==> config.mk <==
export PLATFORM = sky130hd
export DESIGN_NAME = seq_shifter_flat
export DESIGN_NICKNAME = d
export VERILOG_FILES = /design/src/rtl/seq_shifter_if.sv /design/src/rtl/seq_shifter.sv /design/src/flat_wrapper.sv
export SDC_FILE = /design/constraint.sdc
export NUM_CORES = 1
export LEC_CHECK = 0
export ABC_AREA = 1
export CAP_MARGIN = 25
export CORE_ASPECT_RATIO = 0.8
export CORE_MARGIN = 2
export CORE_UTILIZATION = 60
export CTS_CLUSTER_SIZE = 40
export DETAILED_ROUTE_END_ITERATION = 7
export PLACE_DENSITY = 0.87
export SYNTH_ARGS = -nofsm -noshare
export SYNTH_HDL_FRONTEND = slang
export SYNTH_SLANG_ARGS = --single-unit
==> constraint.sdc <==
create_clock -name clk -period 9.42 [get_ports clk]
set_clock_uncertainty 0.1 [all_clocks]
set_input_delay 0.942 -clock clk [delete_from_list [all_inputs] [get_ports clk]]
set_output_delay 0.942 -clock clk [all_outputs]
set_load 0.05 [all_outputs]
==> src/rtl/seq_shifter_if.sv <==
// Handshake and data bundle between the control unit and seq_shifter.
// The master (control unit) issues requests and the slave (shifter) returns results.
interface seq_shifter_if #(
  parameter int unsigned WIDTH = 32
) ();
  localparam int unsigned SHAMT_W = $clog2(WIDTH);

  logic               start;
  logic [1:0]         mode;
  logic [SHAMT_W-1:0] shamt;
  logic [WIDTH-1:0]   din;
  logic               busy;
  logic               done;
  logic [WIDTH-1:0]   dout;

  modport master (
    output start, mode, shamt, din,
    input  busy, done, dout
  );

  modport slave (
    input  start, mode, shamt, din,
    output busy, done, dout
  );
endinterface

==> src/rtl/seq_shifter.sv <==
// Multi-cycle SLL/SRL/SRA/ROTL shifter moving at most STEP bit positions per clock.
// The accept edge performs the first step, so busy covers only the remaining L-1 steps.
module seq_shifter #(
  parameter int unsigned WIDTH = 32,
  parameter int unsigned STEP  = 1
) (
  input logic          clk,
  input logic          rst,
  seq_shifter_if.slave bus
);
  localparam int unsigned        SHAMT_W = $clog2(WIDTH);
  localparam logic [SHAMT_W-1:0] StepAmt = SHAMT_W'(STEP);
  localparam logic [SHAMT_W:0]   WidthAmt = (SHAMT_W + 1)'(WIDTH);

  typedef enum logic [1:0] {StIdle, StShift, StDone} state_e;

  state_e             r_state;
  logic [WIDTH-1:0]   r_work;
  logic [1:0]         r_mode;
  logic               r_sign;
  logic [SHAMT_W-1:0] r_rem;
  logic               r_busy;
  logic               r_done;
  logic [WIDTH-1:0]   r_dout;

  logic               w_accepting;
  logic [WIDTH-1:0]   w_src;
  logic [1:0]         w_mode;
  logic               w_sign;
  logic [SHAMT_W-1:0] w_rem;
  logic [SHAMT_W-1:0] w_n;
  logic [SHAMT_W:0]   w_rot_amt;
  logic [WIDTH-1:0]   w_fill;
  logic [WIDTH-1:0]   w_step;
  logic [SHAMT_W-1:0] w_rem_next;

  // While accepting, the step operates directly on the incoming operands.
  always_comb begin
    w_accepting = (r_state != StShift);
    w_src       = w_accepting ? bus.din : r_work;
    w_mode      = w_accepting ? bus.mode : r_mode;
    w_sign      = w_accepting ? bus.din[WIDTH-1] : r_sign;
    w_rem       = w_accepting ? bus.shamt : r_rem;
    w_n         = (w_rem < StepAmt) ? w_rem : StepAmt;
    w_rot_amt   = WidthAmt - {1'b0, w_n};
    w_fill      = ~({WIDTH{1'b1}} >> w_n);
    w_rem_next  = w_rem - w_n;
    w_step      = w_src;
    unique case (w_mode)
      2'b00: w_step = w_src << w_n;
      2'b01: w_step = w_src >> w_n;
      2'b10: w_step = (w_src >> w_n) | (w_sign ? w_fill : '0);
      2'b11: w_step = (w_src << w_n) | (w_src >> w_rot_amt);
    endcase
  end

  always_ff @(posedge clk) begin
    if (rst) begin
      r_state <= StIdle;
      r_work  <= '0;
      r_mode  <= 2'b00;
      r_sign  <= 1'b0;
      r_rem   <= '0;
      r_busy  <= 1'b0;
      r_done  <= 1'b0;
      r_dout  <= '0;
    end else begin
      unique case (r_state)
        StIdle, StDone: begin
          r_done <= 1'b0;
          if (bus.start) begin
            r_mode <= bus.mode;
            r_sign <= bus.din[WIDTH-1];
            r_work <= w_step;
            r_rem  <= w_rem_next;
            if (w_rem_next == '0) begin
              r_state <= StDone;
              r_done  <= 1'b1;
              r_busy  <= 1'b0;
              r_dout  <= w_step;
            end else begin
              r_state <= StShift;
              r_busy  <= 1'b1;
            end
          end else begin
            r_state <= StIdle;
          end
        end
        StShift: begin
          r_work <= w_step;
          r_rem  <= w_rem_next;
          if (w_rem_next == '0) begin
            r_state <= StDone;
            r_done  <= 1'b1;
            r_busy  <= 1'b0;
            r_dout  <= w_step;
          end
        end
        default: begin
          r_state <= StIdle;
          r_busy  <= 1'b0;
          r_done  <= 1'b0;
        end
      endcase
    end
  end

  assign bus.busy = r_busy;
  assign bus.done = r_done;
  assign bus.dout = r_dout;
endmodule
==> src/flat_wrapper.sv <==
// flat-port wrapper written by rule: the top's interface ports become plain ports
module seq_shifter_flat 
#(
  parameter int unsigned WIDTH = 32,
  parameter int unsigned STEP  = 1
)
  (clk, rst, bus_start, bus_mode, bus_shamt, bus_din, bus_busy, bus_done, bus_dout);
  seq_shifter_if #(.WIDTH(WIDTH)) bus_i ();
  input logic clk;
  input logic rst;
  input wire logic [$bits(bus_i.start)-1:0] bus_start;
  input wire logic [$bits(bus_i.mode)-1:0] bus_mode;
  input wire logic [$bits(bus_i.shamt)-1:0] bus_shamt;
  input wire logic [$bits(bus_i.din)-1:0] bus_din;
  output wire logic [$bits(bus_i.busy)-1:0] bus_busy;
  output wire logic [$bits(bus_i.done)-1:0] bus_done;
  output wire logic [$bits(bus_i.dout)-1:0] bus_dout;
  assign bus_i.start = bus_start;
  assign bus_i.mode = bus_mode;
  assign bus_i.shamt = bus_shamt;
  assign bus_i.din = bus_din;
  assign bus_busy = bus_i.busy;
  assign bus_done = bus_i.done;
  assign bus_dout = bus_i.dout;
  seq_shifter #(.WIDTH(WIDTH), .STEP(STEP)) u_core (.clk(clk), .rst(rst), .bus(bus_i));
endmodule
# After elaboration in Yosys (flattened, before gate mapping)
# Cells that the tools add are included.
dict set report totals {
  inputBits 42
  register_bits 76
}
dict set report classes {
  n_reduce_logical 8
  magnitude_cmp 1
  n_eq_ne 8
  n_bitwise 3
  muxes 26
  n_addsub 2
  n_shift 4
}
# op count
set op_table {}
lappend op_table {{$mux 32} 5}
lappend op_table {{$pmux 32 s2} 2}
lappend op_table {{$pmux 32 s4} 1}
lappend op_table {{$or 32x32->32} 2}
lappend op_table {{$not 32->32} 1}
lappend op_table {{$shl 32x5->32} 1}
lappend op_table {{$shr 32x5->32} 1}
lappend op_table {{$shr 32x5->32 const A} 1}
lappend op_table {{$shr 32x6->32} 1}
lappend op_table {{$mux 5} 3}
lappend op_table {{$pmux 5 s2} 1}
lappend op_table {{$mux 2} 4}
lappend op_table {{$mux 1} 7}
lappend op_table {{$eq 2x2->1 const B} 3}
lappend op_table {{$reduce_and 2->1} 3}
lappend op_table {{$sub 6x5->6 const A} 1}
lappend op_table {{$logic_not 5->1} 1}
lappend op_table {{$lt 5x1->1 const B} 1}
lappend op_table {{$sub 5x5->5} 1}
lappend op_table {{$eq 2x1->1 const B} 2}
lappend op_table {{$logic_not 2->1} 2}
lappend op_table {{$ne 2x1->1 const B} 2}
lappend op_table {{$pmux 1 s2} 2}
lappend op_table {{$pmux 2 s2} 1}
lappend op_table {{3 further kinds} 3}

# Longest topological paths before layout
dict set report logic_depth {
  word_depth 12
  depth_mapped 24
  depth_no_buf 22
}

# Least setup slack after synthesis
# Ideal clock, no wire load.
dict set report synth_timing {
  path_type {flip-flop to flip-flop}
  startpoint {register u_core.r_state[1]}
  endpoint {register u_core.r_work[0]}
  arrival_time_ns 3.581
  period_less_slack_ns 3.789
  required_time_ns 9.211
  setup_slack_ns 5.631
  stages_incl_launch_ff 23
  path_buffers 5
  setup_time_ns 0.109
  path_cell_list {dfxtp_1 -> inv_2 -> nand2_4 -> buf_6 -> nand2_2 -> o21ai_2 -> buf_6 -> nand3_2 -> clkinv_1 -> buf_2 -> ha_1 -> buf_2 -> clkinv_1 -> ha_1 -> clkinv_1 -> clkbuf_1 -> nand3_1 -> o21ai_1 -> nand3_1 -> nand3b_1 -> nand4_1 -> nand2_1 -> inv_1}
}
dict set report synth_via {
  elab_chain_cells 11
  elab_cells_between_ends 30
  classes_between {add/sub (1); order compare (1); eq/ne (7); shift (4); mux (9); bitwise (3); reduce/logical (5)}
}
# element line
set synth_rtl {}
lappend synth_rtl {{start: declaration} seq_shifter.sv:17} ;# state_e r_state;
lappend synth_rtl {{start signal: assignment} seq_shifter.sv:59} ;# r_state <= StIdle;
lappend synth_rtl {{start signal: assignment} seq_shifter.sv:77} ;# r_state <= StDone;
lappend synth_rtl {{start signal: assignment} seq_shifter.sv:82} ;# r_state <= StShift;
lappend synth_rtl {{branches (longest 11 deep; another with $sub 6x5->6)} --}
lappend synth_rtl {{end signal: assignment} seq_shifter.sv:74} ;# r_work <= w_step;
lappend synth_rtl {{end signal: assignment} seq_shifter.sv:90} ;# r_work <= w_step;
lappend synth_rtl {{end: declaration} seq_shifter.sv:18} ;# logic [WIDTH-1:0] r_work;
# Parallel ways; which one is timed is not known. The select of a mux whose other input is x is not followed.
# A chain may end at the register's enable or synchronous reset.

# Final worst setup path
dict set report layout_timing {
  startpoint {input port bus_shamt[0]}
  endpoint {register u_core.r_dout[3], in the netlist u_core.bus.dout[3]}
}
dict set report layout_via {
  elab_chain_cells 11
  elab_cells_between_ends 18
  classes_between {add/sub (2); order compare (1); shift (4); mux (7); bitwise (3); reduce/logical (1)}
}
# element line
set layout_rtl {}
lappend layout_rtl {{start: declaration} flat_wrapper.sv:13} ;# input wire logic [$bits(bus_i.shamt)-1:0] bus_shamt;
lappend layout_rtl {{$mux 5 (*)} seq_shifter.sv:43} ;# w_rem = w_accepting ? bus.shamt : r_rem;
lappend layout_rtl {{branches (longest 7 deep; another with $sub 6x5->6)} --}
lappend layout_rtl {{$mux 32 (*)} {seq_shifter.sv:76, seq_shifter.sv:92}}
lappend layout_rtl {{$mux 32} seq_shifter.sv:71} ;# if (bus.start) begin
lappend layout_rtl {{$pmux 32 s2 (*)} seq_shifter.sv:68} ;# unique case (r_state)
lappend layout_rtl {{end signal: assignment} seq_shifter.sv:80} ;# r_dout <= w_step;
lappend layout_rtl {{end signal: assignment} seq_shifter.sv:96} ;# r_dout <= w_step;
lappend layout_rtl {{end: declaration} seq_shifter.sv:24} ;# logic [WIDTH-1:0] r_dout;
# Mark *: on every way between the ends. The select of a mux whose other input is x is not followed.

==> out/qor.csv <==
stage,metric,value,unit
floorplan,core_region_area,0.00848,mm2
final_layout,area_growth,17.1,%
yosys,syn_area_per_cell,6.44,um2
place,gp_congestion,1.03,
clocking,cts-root-buf,clkbuf_8,
pwr,swShare,0.401,
clocking,cts_setup_buffers,0,
place,hpwl,12000,um
floorplan,die_h,87.7,um
pwr,pwr-share-seq,0.318,
sta,final-max-slew-violation-count,0,
pwr,combPwrFrac,0.412,
sta,final.setup.tns,0,ns
flow_run,maxCapViolCount,0,
critical_path,path_max_fanout,47,
final_layout,diodes,0,
yosys,yosys_warnings,0,
route,vias,5854,
clocking,clk_path_buf_depth,2,
yosys,synth_edf_count,0,
floorplan,die_w,109,um
global_route,grt_first_pass_wirelength,26500,um
sta,rsz0062_at_grt,false,
place,port_buffers,75,
pwr,p_per_area,193,mW/mm2
floorplan,start_util,0.619,
pwr,clkPwrFrac,0.270,
pwr,max-vdd-ir-drop,0.136,mV
pwr,p_leak,2.94,nW
final_layout,layout-drive-gt1-share,0.0775,
global_route,grt_max_degree,54,
critical_path,crit_required,9.55,ns
critical_path,start_kind,primary input,
pwr,p_int,0.000712,W
route,drt_iter0_markers,635,
floorplan,num_rows,30,
worst_hold_path,hp-class,flip-flop to flip-flop,
route,vias_per_cell,6.00,
pwr,power.switching,0.000477,W
sta,holdWs,0.380,ns
clocking,numCtsBuffers,9,
clocking,cts_sinks,75,
yosys,yosysSeqAreaShare,0.286,
place,dp.cells,960,
sta,period_needed,6.00,ns
yosys,synth_common_cells,"nand2_1, nand3_1, inv_1, dfxtp_1, o21ai_0",
yosys,syn_inst,816,
clocking,hold_buffers,0,
clocking,tritoncts,built,
final_layout,final.fill_count,694,
sta,relSlewSlack,0.406,
global_route,grt-ovfl-total,0,
yosys,synth_most_common_cell,nand2_1,
yosys,ys.flop_type,dfxtp_1,
route,dr.pass1.iters,6,
critical_path,critPathArrivalTime,6.13,ns
route,wl_per_cell,17.1,um
floorplan,die-area,0.00953,mm2
status,status,"finished, final reports clean",
yosys,ys_ff_latch,75,
sta,worst_slew_pin_slew,0.890,ns
global_route,antenna_found_initial,0,
critical_path,criticalPathCategory,primary input to flip-flop,
final_layout,layoutNonFillerInstCount,976,
sta,fin_crit_sh,0.637,
sta,fmax,167,MHz
clocking,clkTransAtPathRegs,0.08,ns
final_layout,layout.nets,907,
route,ant_nets,0,
yosys,synth_top_area_cell,dfxtp_1,
route,wirelength,16700,um
route,drc,0,
clocking,postCtsResizedCells,0,
yosys,synth_area_leaders,"dfxtp_1, nand2_1, nand3_1",
sta,hold_viol_final,0,
floorplan,io_pins,76,
yosys,synthArstFlopShare,0,
global_route,grt_pass1_vias,5221,
sta,setup_viol,0,
yosys,netlist_area,0.00525,mm2
clocking,cts_max_level,3,
clocking,clk_latency,0.36,ns
yosys,synth_top_cell_area_share,0.286,
global_route,grt_use_total,0.360,
critical_path,end_kind,flip-flop,
yosys,synth.distinct_cells,43,
-- sequential cells by signal (all words and copies together) (netlist names) --
name and count:
u_core.r_sign 1, u_core.r_state 2, u_core.r_mode 2, u_core.r_rem 5, u_core.r_work 32, u_core.bus.dout 32
u_core.bus.busy 1
-- placed cells by master (no fill, tap or decap), types with 2 or more instances in the layout --
cell and count:
a21oi_1 38, nand3_1 119, o21a_1 12, clkbuf_8 12, nand2_2 7, buf_4 5, clkinv_1 4, a211oi_1 2
o22ai_1 2, o21ai_0 75, dfxtp_1 75, o211ai_1 14, nand3b_1 2, mux2i_1 12, o21ai_1 27, conb_1 4
inv_2 5, or2_2 16, nand3_2 3, o21bai_1 9, nand2_1 174, clkdlybuf4s50_1 75, a31oi_1 2, xor2_1 2
nor2_1 39, o221ai_1 3, o31ai_1 2, ha_1 6, bufinv_16 3, or2_1 2, nor2_4 3, inv_1 83
nand4_1 10, o21ai_2 5, nand2_4 5
-- worst paths after layout --
kind / start / to / slack [ns] / cells past startpoint
setup / recovery: bus_shamt[0] / u_core.bus.dout[3]$_SDFFE_PP0P_ / 3.42 / 21
hold / removal: u_core.r_work[29]$_SDFFE_PP0P_ / u_core.r_work[29]$_SDFFE_PP0P_ / 0.38 / 2
setup reg to reg: u_core.r_state[0]$_SDFFE_PP0P_ / u_core.bus.dout[3]$_SDFFE_PP0P_ / 3.42 / 20
hold reg to reg: u_core.r_work[29]$_SDFFE_PP0P_ / u_core.r_work[29]$_SDFFE_PP0P_ / 0.38 / 2
-- power groups by stage --
stage	sequential (W)	combinational, W	clock, W
finish	0.000379	0.000490	0.000321
global placement	0.000382	0.000464	0
global route	0.000382	0.000538	0.000333
detailed placement	0.000385	0.000474	0
floorplan	0.000410	0.000327	0
CTS	0.000378	0.000476	0.000322
-- final cells by class --
cell class	count	area [um2]	area share
multi-input cells	601	3120	0.507
flip-flops and latches	75	1500	0.244
clock inverters	4	95.1	0.0155
well taps	112	140	0.0228
clock buffers	12	165	0.0269
repair buffers	80	788	0.128
inverters	92	345	0.0561
-- kinds of logic (layout without fill, tap and decap cells) --
| kind of cell | count (synthesis) | in the layout | share of synthesized area |
|---|---|---|---|
| AO/OA/AOI/OAI | 194 | 194 | 0.212 |
| XOR/XNOR | 2 | 2 | 0.00333 |
| adder cells (fa/ha/maj) | 6 | 6 | 0.0143 |
| buffers and inverters | 142 | 188 | 0.123 |
| flip-flops | 75 | 75 | 0.286 |
| multiplexers | 12 | 12 | 0.0229 |
| other | 2 | 4 | 0.00143 |
| AND/OR/NAND/NOR | 383 | 383 | 0.337 |
-- metal layers --
metal / up-vias / wire, um / global-route usage
met2: 332 / 7170 / 0.547
li1: 2803 / - / -
met4: 0 / 408 / 0.120
met3: 30 / 1400 / 0.0647
met5: - / 0 / 0
met1: 2689 / 7740 / 0.517
-- metrics by stage --
step	util	power (W)	worst slack, ns	instance area, um2
final	0.725	0.00119	3.42	6150
after CTS	0.725	0.00118	3.60	6150
after global routing	0.725	0.00125	3.09	6150
after global placement	0.694	0.000846	3.41	5890
after detailed placement	0.694	0.000858	3.22	5890
after floorplan	-	0.000737	5.63	5260
-- worst max-delay path: stages --
cell             delay [ns]
clkdlybuf4s50_1        0.45
inv_1                  0.05
nand2_2                0.06
o21ai_2                0.25
nand3_2                0.17
buf_4                  0.51
clkinv_1               0.65
ha_1                   0.53
clkinv_1               0.22
ha_1                   0.64
clkinv_1               0.65
nand2_1                0.30
inv_1                  0.08
nand3_1                0.14
nand2_1                0.07
nand2_1                0.07
nand2_1                0.05
nand2_1                0.05
nand2_1                0.05
nand2_1                0.09
a21oi_1                0.07
Note: power is estimated with default switching activity, not from simulation.
